===== src/rtl/bip_pkg.sv =====
// Shared opcode, mux-select, ALU-op and FSM-state encodings for the BIP control unit.
package bip_pkg;

  localparam logic [4:0] OPC_HLT  = 5'b00000;
  localparam logic [4:0] OPC_STO  = 5'b00001;
  localparam logic [4:0] OPC_LD   = 5'b00010;
  localparam logic [4:0] OPC_LDI  = 5'b00011;
  localparam logic [4:0] OPC_ADD  = 5'b00100;
  localparam logic [4:0] OPC_ADDI = 5'b00101;
  localparam logic [4:0] OPC_SUB  = 5'b00110;
  localparam logic [4:0] OPC_SUBI = 5'b00111;

  localparam logic [1:0] SEL_A_RAM = 2'd0;
  localparam logic [1:0] SEL_A_IMM = 2'd1;
  localparam logic [1:0] SEL_A_ALU = 2'd2;

  localparam logic OP_ADD = 1'b0;
  localparam logic OP_SUB = 1'b1;

  typedef enum logic [1:0] {
    ST_IDLE = 2'd0,
    ST_RUN  = 2'd1,
    ST_HALT = 2'd2
  } state_e;

endpackage


===== src/rtl/bip_decoder.sv =====
// Combinational opcode -> control-word table; every output is forced low unless run_i is set.
module bip_decoder
  import bip_pkg::*;
(
  input  logic       run_i,
  input  logic [4:0] opcode_i,
  output logic [1:0] selA_o,
  output logic       selB_o,
  output logic       op_o,
  output logic       wrAcc_o,
  output logic       wrRam_o,
  output logic       rdRam_o
);

  // Undefined opcodes fall through to the all-zero default and behave as NOP.
  always_comb begin
    selA_o  = SEL_A_RAM;
    selB_o  = 1'b0;
    op_o    = OP_ADD;
    wrAcc_o = 1'b0;
    wrRam_o = 1'b0;
    rdRam_o = 1'b0;
    if (run_i) begin
      case (opcode_i)
        OPC_STO: wrRam_o = 1'b1;
        OPC_LD: begin
          selA_o  = SEL_A_RAM;
          wrAcc_o = 1'b1;
          rdRam_o = 1'b1;
        end
        OPC_LDI: begin
          selA_o  = SEL_A_IMM;
          wrAcc_o = 1'b1;
        end
        OPC_ADD: begin
          selA_o  = SEL_A_ALU;
          wrAcc_o = 1'b1;
          rdRam_o = 1'b1;
        end
        OPC_ADDI: begin
          selA_o  = SEL_A_ALU;
          selB_o  = 1'b1;
          wrAcc_o = 1'b1;
        end
        OPC_SUB: begin
          selA_o  = SEL_A_ALU;
          op_o    = OP_SUB;
          wrAcc_o = 1'b1;
          rdRam_o = 1'b1;
        end
        OPC_SUBI: begin
          selA_o  = SEL_A_ALU;
          selB_o  = 1'b1;
          op_o    = OP_SUB;
          wrAcc_o = 1'b1;
        end
        default: ;
      endcase
    end
  end

endmodule


===== src/rtl/bip_control_unit.sv =====
// BIP control unit: IDLE/RUN/HALT sequencing, program counter and instruction decode.
// Defining BIP_CYCLE_COUNT_EN adds a saturating CycleCount of edges spent in RUN.
module bip_control_unit
  import bip_pkg::*;
#(
  parameter int PC_W  = 11,
  parameter int OPC_W = 5,
  parameter int CNT_W = 32
) (
  input  logic            Clock,
  input  logic            Reset,
  input  logic            Start,
  input  logic [15:0]     Instr,
  output logic [PC_W-1:0] PcAddr,
  output logic [1:0]      SelA,
  output logic            SelB,
  output logic            Op,
  output logic            WrAcc,
  output logic            WrRam,
  output logic            RdRam,
  output logic            Busy,
`ifdef BIP_CYCLE_COUNT_EN
  output logic            Halted,
  output logic [CNT_W-1:0] CycleCount
`else
  output logic            Halted
`endif
);

  state_e            state_q;
  logic [PC_W-1:0]   pc_q;
  logic              busy_q;
  logic              halted_q;
  logic [OPC_W-1:0]  opcode;
  logic              instrUnused;

  assign opcode      = Instr[15 -: OPC_W];
  assign instrUnused = ^Instr[15-OPC_W:0];

  // Busy/Halted are updated alongside the state so they never depend on Start combinationally.
  always_ff @(posedge Clock) begin
    if (Reset) begin
      state_q  <= ST_IDLE;
      pc_q     <= '0;
      busy_q   <= 1'b0;
      halted_q <= 1'b0;
    end else begin
      case (state_q)
        ST_IDLE: begin
          if (Start) begin
            state_q <= ST_RUN;
            busy_q  <= 1'b1;
          end
        end
        ST_RUN: begin
          if (opcode == OPC_HLT) begin
            state_q  <= ST_HALT;
            busy_q   <= 1'b0;
            halted_q <= 1'b1;
          end else begin
            pc_q <= pc_q + 1'b1;
          end
        end
        ST_HALT: ;
        default: begin
          state_q  <= ST_IDLE;
          busy_q   <= 1'b0;
          halted_q <= 1'b0;
        end
      endcase
    end
  end

  bip_decoder uDecoder (
    .run_i    (state_q == ST_RUN),
    .opcode_i (opcode),
    .selA_o   (SelA),
    .selB_o   (SelB),
    .op_o     (Op),
    .wrAcc_o  (WrAcc),
    .wrRam_o  (WrRam),
    .rdRam_o  (RdRam)
  );

  assign PcAddr = pc_q;
  assign Busy   = busy_q;
  assign Halted = halted_q;

`ifdef BIP_CYCLE_COUNT_EN
  logic [CNT_W-1:0] cycleCnt_q;
  logic [CNT_W-1:0] cycleCnt_d;

  // The HLT-decode edge is still a RUN edge, so it is counted; HALT and IDLE hold the value.
  always_comb begin
    cycleCnt_d = cycleCnt_q;
    if (state_q == ST_RUN && cycleCnt_q != {CNT_W{1'b1}}) begin
      cycleCnt_d = cycleCnt_q + 1'b1;
    end
  end

  always_ff @(posedge Clock) begin
    if (Reset) begin
      cycleCnt_q <= '0;
    end else begin
      cycleCnt_q <= cycleCnt_d;
    end
  end

  assign CycleCount = cycleCnt_q;
`endif

endmodule

===== config.mk =====
export PLATFORM = sky130hd
export DESIGN_NAME = bip_control_unit
export DESIGN_NICKNAME = d
export VERILOG_FILES = /design/src/rtl/bip_pkg.sv /design/src/rtl/bip_decoder.sv /design/src/rtl/bip_control_unit.sv
export SDC_FILE = /design/constraint.sdc
export NUM_CORES = 1
export LEC_CHECK = 0
export ABC_AREA = 0
export ABC_CLOCK_PERIOD_IN_PS = 1710
export CAP_MARGIN = 20
export CORE_MARGIN = 3
export CORE_UTILIZATION = 35
export DETAILED_ROUTE_END_ITERATION = 6
export GPL_ROUTABILITY_DRIVEN = 0
export GPL_TIMING_DRIVEN = 1
export HOLD_SLACK_MARGIN = 0.12
export PLACE_DENSITY_LB_ADDON = 0.3
export SLEW_MARGIN = 10
export SYNTH_ARGS = -nofsm -noshare
export SYNTH_HDL_FRONTEND = slang
export SYNTH_HIERARCHICAL = 1
export SYNTH_SLANG_ARGS = --single-unit

===== constraint.sdc =====
create_clock -name Clock -period 1.71 [get_ports Clock]
set_clock_uncertainty 0.1 [all_clocks]
set_input_delay 0.342 -clock Clock [delete_from_list [all_inputs] [get_ports Clock]]
set_output_delay 0.342 -clock Clock [all_outputs]
set_load 0.02 [all_outputs]

After elaboration in Yosys (flattened, before gate mapping)
Cells that the tools add are included.

storage, ports and cells
  bits in registers = 15
  latch bits = 0
  RAM bits = 0
  ROM bits = 0
  input port bits = 19
  memories kept = 0

operators by class
  $add $sub $neg = 1
  multiply operators = 0
  divide/modulo/power cells = 0
  order comparisons = 0
  equality and inequality tests = 11
  shifts and indexed selects = 0
  muxes and demuxes = 20
  bitwise gates (word level) = 3
  reduce and logical (&&, ||, !) cells = 11

operators with widths
  cell                                                              number
  5-bit by 3-bit == test with 1-bit output (second input constant)  4
  1-bit two-way mux                                                 13
  11-bit by 1-bit adder with 11-bit output (second input constant)  1
  5-bit by 2-bit == test with 1-bit output (second input constant)  2
  2-bit two-way mux                                                 3
  2-bit case mux with 3 select lines                                1
  2-bit OR reduction                                                3
  6-bit OR reduction                                                1
  5-bit by 1-bit == test with 1-bit output (second input constant)  1
  5-bit logical NOT                                                 1
  2-bit != test (second input constant)                             2
  2-bit case mux with 2 select lines                                1
  2-bit AND reduction                                               2
  4-bit OR reduction                                                1
  1-bit NOT                                                         3
  1-bit case mux with 3 select lines                                1
  3-bit AND reduction                                               1
  3-bit OR reduction                                                1
  2-bit by 1-bit == test with 1-bit output (second input constant)  1
  2-bit == test (second input constant)                             1
  2-bit logical NOT                                                 1
  1-bit case mux with 2 select lines                                1

Depth between registers and ports, before layout
Gate-level depths: netlist of run 1.

  depth after elaboration = 4
  mapped depth = 5

Modules after synthesis
Netlist of run 1, hierarchy kept.

by module, submodules not included
  module            instances  cells each  area an instance (µm²)  seq. area each (µm²)
  bip_control_unit  1          69          669.4                   280.3
  bip_decoder       1          12          90.1                    0.0

Worst setup path after synthesis of run 1
OpenSTA, ideal clock, no wires.

  path type = reg2out
  from = reg, netlist name Busy
  to = out SelA[0]
  arrival = 1.765 ns
  slack = -0.497 ns
  cell stages (with the launch flop) = 4
  buffers on the path = 0
  path through = dfxtp_1 -> nor2b_1 -> or3b_4 -> nor3_1

RTL lines
  item           RTL line                source
  end, declared  bip_control_unit.sv:15  output logic [1:0] SelA,

==> flow_metrics.py, run 1 <==
metrics = {
    "critical_path": {
        "slowest_stage": "or3b_4",
        "crit_family": "simple AND/OR/NAND/NOR gates",
        "crit_path_start_kind": "register",
        "crit_buf_inv": 1,
        "cp.required_ps": 1270,
        "critical_path_class": "reg -> out",
        "path_cells": "nor2b_4 -> or3b_4 -> nor4b_4 -> buf_4",
        "cpPeakStageDelay_ps": 420,
        "arrival_ps": 1570,
        "reg2reg_slack_ps": 30,
        "end_kind": "output pin",
        "worstPathMaxFanout": 3,
    },
    "yosys": {
        "synth_area_leader_cell": "dfxtp_1",
        "avgSynthCellArea_sq_um": 9.376,
        "synth_area_sq_um": 759.5,
        "async_flop_share_pct": 0,
        "synth_commonest_cells": "dfxtp_1 (14), nor2_1 (10), xor2_1 (6)",
        "synth_top_area_share_pct": 36.90,
        "synth_most_common_cell": "dfxtp_1",
        "syn-num-nets": 101,
        "synth-seq-area-share_pct": 36.90,
        "synth-seq-cells": 14,
        "synth_area_leaders": "dfxtp_1 (37%), xor2_1 (6.9%), nor2_1 (4.9%)",
        "synth_edf_count": 0,
        "yosys_warnings": 6,
        "synth_cells": 81,
        "ys_types": 37,
        "ys.flop_type": "dfxtp_1",
    },
    "clocking": {
        "cts-htree-levels": 1,
        "cts.sinks": 14,
        "clockRootBuffer": "clkbuf_4",
        "ctsHoldBuffers": 0,
        "cts_tree": "yes",
        "cts_buffer_depth": 2,
        "clk_pin_slew_ps": 90,
        "clk-insertion-delay-late_ps": 270,
        "numCtsBuffers": 3,
    },
    "global_route": {
        "grt_use_met1_pct": 19.00,
        "grtUsageTotal_pct": 16.97,
        "antenna_found_initial": 0,
        "grt_pass1_wl_microns": 3415,
        "first_global_vias": 757,
        "gr-usage-met2_pct": 29.96,
        "overflow": 0,
        "grtUsageMet3_pct": 3.989,
        "top_usage_layer": "met2",
        "grt_max_degree": 10,
    },
    "route": {
        "routed_via_density": 5.073,
        "final_antenna_net_count": 0,
        "first_iter_violations": 2,
        "wl_microns": 2062,
        "first_pass_iters": 4,
        "vias": 766,
        "drc_errors": 0,
        "wl_per_cell_microns": 13.66,
    },
    "floorplan": {
        "die_area_sq_um": 2765,
        "ioPinCount": 39,
        "core_sq_um": 2002,
        "initial_core_util_pct": 37.94,
        "die_y_microns": 52.58,
        "std_cell_rows": 16,
        "fp.dieW_microns": 52.58,
    },
    "flow_run": {
        "maxCapViolCount": 0,
    },
    "place": {
        "io_buffers": 27,
        "place_hpwl_microns": 1518,
    },
    "sta": {
        "max_freq_mhz": 497.8,
        "finalWorstSetupSlack_ps": -299.0,
        "rsz0062_at_grt": "true",
        "layout_min_cycle_time_ps": 2009,
        "worst-slew-pin-transition_ps": 321.9,
        "setup_viol": 7,
        "maxSlewHeadroom_pct": 77.99,
        "finalMaxSlewViolations": 0,
        "period_share_pct": 117.5,
        "final_hold_viol_count": 0,
    },
    "power_and_ir_drop": {
        "ir_drop_mv": 0.2901,
        "leakage_nw": 0.5656,
        "p_total_w": 0.0007091,
        "power_density_nw_per_um2": 563.4,
    },
    "cells_and_area": {
        "num-nets-final": 145,
        "final_core_util_pct": 62.88,
        "syn2layout_area_growth_pct": 65.73,
        "layout-drive-gt1-share_pct": 44.35,
        "diodes": 0,
    },
    "status": {
        "violations": "negative setup slack",
        "status": "complete, but fails checks",
    },
    "min_path": {
        "worstHoldPathType": "reg -> reg",
    },
}
[layout make-up]
| type | count | area, sq um |
|---|---|---|
| inverter | 2 | 7.507 |
| multi-input combinational | 63 | 535.5 |
| fill | 180 | 743.2 |
| sequential | 14 | 289.0 |
| tap | 27 | 33.78 |
| clock buffer | 4 | 36.28 |
| timing repair buffer | 41 | 356.6 |
[path summary, 6_finish.rpt]
path              startpoint         end  cells after the start
hold reg to reg   PcAddr[10]  PcAddr[10]                      2
setup / recovery        Busy       WrRam                      4
hold / removal    PcAddr[10]  PcAddr[10]                      2
setup reg to reg  state_q[1]   PcAddr[9]                      5
[what timing repair did]
item	in CTS	in global routing
gates resized for setup	66	20
endpoints found under the hold margin	0	0
endpoints found under the setup margin	30	21
pin swaps	6	5
buffers inserted	3	2
[metrics by stage]
stage / setup WS [ps] / cells / area, sq um / hold slack, ps / setup TNS, ps
after floorplan: -141.5 / 81 / 782.0 / 308.2 / -254.5
after global placement: -824.3 / 144 / 1157 / 360.8 / -11130
after detailed placement: -845.3 / 144 / 1157 / 382.1 / -12010
after CTS: -308.6 / 151 / 1252 / 394.4 / -1970
after global routing: -383.4 / 151 / 1259 / 423.0 / -2182
final: -299.0 / 151 / 1259 / 393.2 / -1525
[worst reg2reg max path, stage by stage, from the launching register on]
cell	delay (ps)
dfxtp_1	350
buf_4	160
and4b_2	330
o21ai_4	80
or3_2	450
a21oi_1	140
[flip-flops by register name, indices dropped and copies added (netlist names)]
register / count
PcAddr: 11
Busy: 1
Halted: 1
state_q: 1
[report_power, final]
group	total, W	switching, W	internal [W]
combinational	0.000129	0.0000668	0.0000622
sequential	0.000339	0.00000603	0.000333
clock	0.000241	0.000111	0.000129
[per-layer routing]
layer	share of wire, %	up-vias
li1	-	386
met1	39	358
met2	54	20
met3	5.7	2
met4	1.6	0
met5	0	-
[kinds of logic (layout without fill, tap and decap cells)]
kind of cell	count (synthesis)	in the layout	synth area share (%)
DFF	14	14	36.90
adders and majority gates	1	1	1.647
AOI/OAI and AO/OA	18	18	17.96
buffers and inverters	4	47	2.471
and+or+nand+nor	37	37	32.78
muxes	1	1	1.318
xor gates and xnor gates	6	6	6.919
[cell usage in the layout (no fill, tap or decap), drive strengths merged, types with 2 or more instances in the layout]
cell / n
nor2: 11
a21oi: 5
inv: 2
o21ai: 6
or4: 2
dlymetal6s2s: 2
nand2b: 2
dfxtp: 14
clkdlybuf4s50: 4
dlygate4sd2: 10
or3: 3
clkbuf: 8
xor2: 6
o211ai: 3
buf: 21
and3: 3
nand2: 4
Note: power is estimated with default switching activity, not from simulation.
==> run 2: changes to the inputs <==
--- a/config.mk
+++ b/config.mk
@@ -7,7 +7,7 @@
 export LEC_CHECK = 0
 export ABC_AREA = 0
 export ABC_CLOCK_PERIOD_IN_PS = 1710
-export CAP_MARGIN = 20
+export CAP_MARGIN = 10
 export CORE_MARGIN = 3
 export CORE_UTILIZATION = 35
 export DETAILED_ROUTE_END_ITERATION = 6
@@ -15,6 +15,7 @@
 export GPL_TIMING_DRIVEN = 1
 export HOLD_SLACK_MARGIN = 0.12
 export PLACE_DENSITY_LB_ADDON = 0.3
+export SKIP_LAST_GASP = 1
 export SLEW_MARGIN = 10
 export SYNTH_ARGS = -nofsm -noshare
 export SYNTH_HDL_FRONTEND = slang
==> flow_metrics.py, run 2 (synthesis gave the netlist of run 1 again) <==
metrics = {
    "cells_and_area": {
        "seq_area_sq_um": 289.0,
        "diodes": 0,
        "stdcell_area_sq_um": 1259,
        "fill_cells": 180,
        "final_common_cell": "buf_4",
        "layout-drive-gt1-share_pct": 44.35,
        "syn2layout_area_growth_pct": 65.73,
        "num-nets-final": 145,
        "largest_reg_flops": 11,
        "multiInputGateArea_sq_um": 535.5,
        "final_cell_mix": "buf_4 (14), dlygate4sd2_1 (10), dfxtp_1 (9), nor2_1 (9), buf_6 (7)",
    },
    "clocking": {
        "cts-htree-levels": 1,
        "cts_tree": "yes",
        "clk-insertion-delay-late_ps": 270,
        "clockRootBuffer": "clkbuf_4",
        "clk_pin_slew_ps": 90,
        "cts_buffer_depth": 2,
        "numCtsBuffers": 3,
        "cts.sinks": 14,
    },
    "sta": {
        "max_freq_mhz": 497.8,
        "finalWorstSetupSlack_ps": -298.7,
        "worst-slew-pin-transition_ps": 321.9,
        "maxSlewHeadroom_pct": 77.99,
        "finalMaxSlewViolations": 0,
        "final_hold_viol_count": 0,
        "layout_min_cycle_time_ps": 2009,
        "period_share_pct": 117.5,
        "rsz0062_at_grt": "true",
        "setup_viol": 7,
    },
    "route": {
        "routed_via_density": 5.040,
        "vias": 761,
        "final_antenna_net_count": 0,
        "wl_per_cell_microns": 13.56,
        "wl_microns": 2048,
        "drc_errors": 0,
        "first_iter_violations": 2,
        "first_pass_iters": 3,
    },
    "global_route": {
        "first_global_vias": 757,
        "grtUsageTotal_pct": 16.97,
        "grt_max_degree": 10,
        "grt_pass1_wl_microns": 3415,
        "overflow": 0,
        "antenna_found_initial": 0,
    },
    "flow_run": {
        "maxCapViolCount": 0,
    },
    "critical_path": {
        "cp.required_ps": 1270,
        "path_cells": "nor2b_4 -> or3b_4 -> nor4b_4 -> buf_4",
        "slowest_stage": "or3b_4",
        "cpPeakStageDelay_ps": 420,
        "reg2regPathDepth": 5,
        "end_kind": "output pin",
        "arrival_ps": 1570,
        "cp.depth": 4,
        "timing.rr.start": "state_q[1]",
        "crit_buf_inv": 1,
        "crit_path_start_kind": "register",
        "critical_path.startpoint": "Busy",
        "crit_family": "simple AND/OR/NAND/NOR gates",
        "critical_path_class": "reg -> out",
        "worstPathMaxFanout": 3,
    },
    "min_path": {
        "hold_path.startpoint": "PcAddr[10]",
        "min_path_cells": 2,
        "worstHoldPathType": "reg -> reg",
    },
    "place": {
        "place_area_sq_um": 1157,
        "place_ws_ps": -845.3,
        "io_buffers": 27,
        "place_hpwl_microns": 1518,
    },
    "floorplan": {
        "initial_core_util_pct": 37.94,
        "core_sq_um": 2002,
        "die_area_sq_um": 2765,
        "die_y_microns": 52.58,
        "std_cell_rows": 16,
        "fp.dieW_microns": 52.58,
        "ioPinCount": 39,
    },
    "power_and_ir_drop": {
        "p_clk_share_pct": 33.9,
        "leakage_nw": 0.5656,
        "power_density_nw_per_um2": 563.1,
        "p_switching_w": 0.0001838,
        "p_sw_share_pct": 25.94,
        "comb_power_share_pct": 18.2,
        "p_int_w": 0.0005249,
        "pwr-share-seq_pct": 47.9,
        "ir_drop_mv": 0.2902,
    },
    "status": {
        "violations": "negative setup slack",
        "status": "complete, but fails checks",
    },
}
[run 2: cell count changes in the layout (fill, tap and decap cells not counted)]
cell / before / now
o21ai_0: 2 / 3
o21ai_1: 1 / 0
[run 2: final timing paths]
path	end	slack (ps)
worst max-delay path	WrRam	-300
worst min-delay path	PcAddr[10]	390
worst max register to register	PcAddr[9]	30
worst min register to register	PcAddr[10]	390
[run 2: power by group through the flow]
stage	logic (W)	registers (W)	clock network [W]
6_report	0.000129	0.000339	0.000240
2_1_floorplan	0.0000381	0.000356	0
4_1_cts	0.000127	0.000338	0.000244
3_5_place_dp	0.000117	0.000346	0
3_3_place_gp	0.000114	0.000346	0
5_1_grt	0.000139	0.000341	0.000269
[run 2: metrics by stage]
stage | total power, W | hold slack, ps | cells | setup TNS [ps] | utilization [%]
after floorplan | 0.0003944 | 308.2 | 81 | -254.5 | -
after global placement | 0.0004599 | 360.8 | 144 | -11130 | 57.81
final | 0.0007088 | 393.2 | 151 | -1526 | 62.88
after CTS | 0.0007084 | 394.4 | 151 | -1973 | 62.56
after detailed placement | 0.0004625 | 382.1 | 144 | -12010 | 57.81
after global routing | 0.0007492 | 423.0 | 151 | -2190 | 62.88
[run 2: timing repair]
item | in CTS | in global routing
buffers inserted | 3 | 2
endpoints found under the setup margin | 30 | 21
hold buffers | 0 | 0
gates resized for setup | 65 | 20
pin swaps | 6 | 4
[run 2: per-layer routing]
layer  up-vias  GRT usage (%)  routed length [microns]
met3         2          3.989                      118
li1        387              -                        -
met2        20          29.96                     1117
met4         0          7.660                       32
met5         -              0                        0
met1       352          19.00                      779
[run 2: worst register-to-register path: stages, from the launching register on]
cell and delay [ps]:
dfxtp_1 350, buf_4 160, and4b_2 330, o21ai_4 80, or3_2 450, a21oi_1 140
[run 2: area by class of cell]
class                           count  share of cell area, %
Timing Repair Buffer               41                  28.33
Tap cell                           27                  2.684
Sequential cell                    14                  22.96
Multi-Input combinational cell     63                  42.54
Inverter                            2                 0.5964
Clock buffer                        4                  2.883
==> run 3: changes to the inputs <==
--- a/config.mk
+++ b/config.mk
@@ -6,7 +6,7 @@
 export NUM_CORES = 1
 export LEC_CHECK = 0
 export ABC_AREA = 0
-export ABC_CLOCK_PERIOD_IN_PS = 1710
+export ABC_CLOCK_PERIOD_IN_PS = 1800
 export CAP_MARGIN = 10
 export CORE_MARGIN = 3
 export CORE_UTILIZATION = 35
==> constraint.sdc (replaced) <==
create_clock -name Clock -period 1.8 [get_ports Clock]
set_clock_uncertainty 0.1 [all_clocks]
set_input_delay 0.36 -clock Clock [delete_from_list [all_inputs] [get_ports Clock]]
set_output_delay 0.36 -clock Clock [all_outputs]
set_load 0.02 [all_outputs]
==> flow_metrics.py, run 3 (synthesis gave the netlist of run 1 again) <==
metrics = {
    "status": {
        "status": "complete, but fails checks",
        "violations": "negative setup slack",
    },
    "critical_path": {
        "reg2reg_slack_ps": 120,
        "r2r_end": "PcAddr[10]",
        "critical_path_class": "reg -> out",
        "timing.rr.start": "state_q[1]",
        "arrival_ps": 1560,
        "reg2regPathDepth": 5,
        "crit_path_start_kind": "register",
        "worstPathMaxFanout": 3,
        "end_kind": "output pin",
        "cp.required_ps": 1340,
    },
    "clocking": {
        "cts_buffer_depth": 2,
        "clockRootBuffer": "clkbuf_4",
        "cts-htree-levels": 1,
        "cts.sinks": 14,
        "numCtsBuffers": 3,
        "clk-insertion-delay-late_ps": 270,
        "cts_tree": "yes",
        "clk_pin_slew_ps": 90,
        "ctsHoldBuffers": 0,
    },
    "cells_and_area": {
        "layoutNonFillerInstCount": 152,
        "fill_cells": 175,
        "final_common_cell": "buf_4",
        "layout-drive-gt1-share_pct": 36.00,
        "stdcell_area_sq_um": 1252,
        "num-nets-final": 146,
        "diodes": 0,
        "final_cell_mix": "buf_4 (17), dfxtp_1 (13), clkdlybuf4s50_1 (12)",
        "largest_reg_flops": 11,
        "syn2layout_area_growth_pct": 64.91,
    },
    "power_and_ir_drop": {
        "p_switching_w": 0.0001606,
        "ir_drop_mv": 0.2893,
        "p_int_w": 0.0004650,
        "pwr-share-seq_pct": 51.3,
        "power_density_nw_per_um2": 499.5,
        "comb_power_share_pct": 19.7,
        "p_total_w": 0.0006256,
        "p_sw_share_pct": 25.67,
        "leakage_nw": 0.5526,
        "p_clk_share_pct": 29.0,
    },
    "sta": {
        "maxSlewHeadroom_pct": 79.90,
        "finalWorstSetupSlack_ps": -224.9,
        "final_hold_viol_count": 0,
        "max_freq_mhz": 493.8,
        "setup_viol": 7,
        "rsz0062_at_grt": "true",
        "worst-slew-pin-transition_ps": 293.8,
        "layout_min_cycle_time_ps": 2025,
        "finalMaxSlewViolations": 0,
        "period_share_pct": 112.5,
    },
    "place": {
        "numPlacedInstances": 147,
        "place_area_sq_um": 1174,
        "io_buffers": 27,
        "place_ws_ps": -787.3,
        "place_hpwl_microns": 1408,
    },
    "floorplan": {
        "ioPinCount": 39,
        "initial_core_util_pct": 37.94,
        "die_y_microns": 52.58,
        "std_cell_rows": 16,
        "die_area_sq_um": 2765,
        "fp.dieW_microns": 52.58,
        "core_sq_um": 2002,
    },
    "route": {
        "final_antenna_net_count": 0,
        "routed_via_density": 5.007,
        "wl_microns": 1872,
        "drc_errors": 0,
        "first_iter_violations": 16,
        "vias": 761,
        "first_pass_iters": 4,
        "wl_per_cell_microns": 12.32,
    },
    "flow_run": {
        "maxCapViolCount": 0,
    },
    "global_route": {
        "grtUsageTotal_pct": 14.78,
        "first_global_vias": 710,
        "antenna_found_initial": 0,
        "grt_pass1_wl_microns": 3098,
        "overflow": 0,
        "grt_max_degree": 10,
    },
    "min_path": {
        "hold_path.startpoint": "Halted",
        "min_path_cells": 2,
        "worstHoldPathType": "reg -> reg",
        "holdPathEnd": "Halted",
    },
}
## run 3: metal layers
metal	GRT usage, %	part of all wire [%]
met5	0	0
met4	5.106	0.96
met3	2.564	6.3
met2	25.83	52
met1	17.96	41
## run 3: critical path, stage by stage (launching register included)
cell	delay [ps]
dfxtp_4	350
nor2b_4	150
or3b_4	420
nor4b_4	210
buf_4	170
## run 3: area by class of cell
type	instances	area, sq um	share of cell area, %
Inverter	2	7.507	0.5994
Clock buffer	4	26.28	2.098
Multi-Input combinational cell	63	515.5	41.16
Timing Repair Buffer	42	385.4	30.77
Sequential cell	14	284.0	22.68
Tap cell	27	33.78	2.697
## run 3: how the worst max path moves through the flow
stage	from	to	slack, ps	cells past startpoint
finish	Busy	WrRam	-220	4
global route	Busy	WrRam	-310	4
CTS	Busy	WrRam	-250	4
detailed placement	Instr[15]	WrRam	-790	4
global placement	Instr[15]	WrRam	-770	4
floorplan	Busy	WrRam	-70	3
## run 3: power groups by stage
stage / clock network, W / logic (W) / registers (W)
after detailed placement: 0 / 0.000114 / 0.000329
final: 0.000181 / 0.000123 / 0.000321
after CTS: 0.000193 / 0.000120 / 0.000321
after global routing: 0.000206 / 0.000134 / 0.000322
after floorplan: 0 / 0.0000356 / 0.000339
after global placement: 0 / 0.000112 / 0.000328
## run 3: repair_timing
action                                  CTS  global route
resized for setup                        49             9
setup buffers                             1             1
hold endpoints to repair                  0             0
pin swaps                                10             5
endpoints found under the setup margin   21            15
## run 3: stage by stage
step	hold WS [ps]	TNS (ps)	util, %
detailed placement	361.3	-10310	58.63
CTS	377.0	-1196	61.12
finish	371.1	-1153	62.56
global placement	361.5	-9763	58.63
global route	402.5	-1822	62.56
floorplan	326.2	-69.55	-
==> RTL change (settings of run 1) <==
Change the parameter `PC_W` from 11 to 13.
--- a/src/rtl/bip_control_unit.sv
+++ b/src/rtl/bip_control_unit.sv
@@ -5,3 +5,3 @@
 #(
-  parameter int PC_W  = 11,
+  parameter int PC_W  = 13,
   parameter int OPC_W = 5,
Interface: changed (resized PcAddr); port bits go from 39 to 41. No check against the original RTL was run, so the function may have changed too.
==> RTL change against run 1 <==
The run still ends with setup timing left. Via count rose by 21%. Count of clock-buffer cells in the layout unchanged. Utilization decreased by 1.7 points. Total power is 5.3% higher. Sequential cell count increased by 2. First-iteration DRC count rose to 6.5 times the old value. Final area rose by 11%. Sequential share of layout area rose by 0.49 points. Wire length is 20% higher. Setup slack lost 0.056 ns. Global-route usage decreased by 0.79 points. Area after synthesis up 13%. Largest cell class unchanged. Largest power group unchanged.
==> RTL change: results (changes against run 1) <==
- Outcome: finished, violations left
- Failing checks: setup timing
- Filler cells: 209 (+16%)
- Global-route wire length before repair: 3960 µm (+16%)
- Top cells by count, synth: dfxtp_1, nor2_1, a21oi_1
- RR Endpoint: PcAddr[10]
- R2R setup slack: 0.08 ns (+0.05 ns)
- Clk pwr share: 0.286 (-0.053)
- P_seq: 383 µW (+13%)
- Clk tree area frac: 0.01887 (-0.009959)
- Max-slew headroom: 0.7410 (-0.03884)
- Min setup slack post-route: -0.3549 ns (-0.05590 ns)
- XOR/XNOR Fraction of Synth Area: 0.05117 (-0.01802)
- Synth Area in Adders: 0.01462 (-0.001855)
- Fin util: 0.6119 (-0.01688)
- Cell taking the most area after synthesis: dfxtp_1
- Setup_tns: -1.899 ns (-0.3742 ns)
- Final-report setup violation count: 7 (unchanged)
- Number of flip-flops under the largest register name: 13 (+2)
- Synth top area cells: dfxtp_1, xor2_1, nor2_1
- Largest net degree at the start of global routing: 11 (+1)
- Nonclk inv count: 3 (+1)
- Peak supply drop: 0.4101 mV (+41%)
- Area of the multi-input gates: 603.1 µm² (+13%)
- Cell count of the worst reg-to-reg path: 5 (unchanged)
- WP data arrival: 1.62 ns (+0.05 ns)
- Layout Nets: 163 (+12%)
- Flip-flop and latch count: 16 (+2)
- Area after DPL: 1226 µm² (+5.9%)
- Synth Area in Compound Gates: 0.1871 (+0.007563)
- Multiplexer share of the synthesized area: 0.01170 (-0.001484)
- Mapped Nets: 116 (+15%)
- Vias in the first global route: 846 (+12%)
- Latest clock arrival within the worst-skew pair: 0.29 ns (+0.02 ns)
- Routed vias/inst: 5.441 (+7.3%)
- Layout cell share with drive strength beyond 1: 0.3592 (-0.08439)
- Class of the worst hold path: reg -> reg
- Tot GR Track Use: 0.1618 (-0.007900)
- Average instance area after synthesis: 8.915 µm² (-4.9%)
- Starting DRT DRC Count: 13 (+11)
- DP HPWL: 1573 µm (+3.6%)
- P_sw: 204.4 µW (+11%)
- Hold slack final: 0.3737 ns (-0.01946 ns)
- Clock net power: 214 µW (-11%)
- Comb_multi_in: 75 (+19%)
- Final Non-Filler Cells: 170 (+13%)
- Placement Setup Slack: -0.8598 ns (-0.01456 ns)
- Seq/Total Area, Yosys: 0.3743 (+0.005241)
- HP Start: Halted
- Die area: 3075 µm² (+11%)
- Hold path endpoint: Halted
- Sequential cell area: 326.6 µm² (+13%)
-- RTL change: cell count changes after synthesis, sizes merged, moves of 2 or more --
cell and change:
o21ai -2, a21oi +3, o31ai +4, nand2 +2
dfxtp +2, or4 +4
-- RTL change: timing repair --
| item | CTS | global route |
|---|---|---|
| buffers inserted | 2 | 7 |
| pin swaps | 6 | 10 |
| resized for setup | 67 | 23 |
| setup endpoints to repair | 34 | 19 |
| cloned | 2 | 0 |
-- RTL change: cells by family after synthesis --
kind of cell / Yosys count
multiplexers: 1
buffers and inverters: 7
adder cells (fa/ha/maj): 1
flip-flops: 16
AO/OA/AOI/OAI: 23
XOR/XNOR: 5
AND/OR/NAND/NOR: 43
-- RTL change: routing by layer --
layer	up-vias	wire (µm)	share of wire	GRT usage
met4	0	33	0.013	0.05903
met3	5	114	0.046	0.05140
met1	438	1140	0.46	0.1929
met5	-	0	0	0
li1	458	-	-	-
met2	24	1187	0.48	0.2703
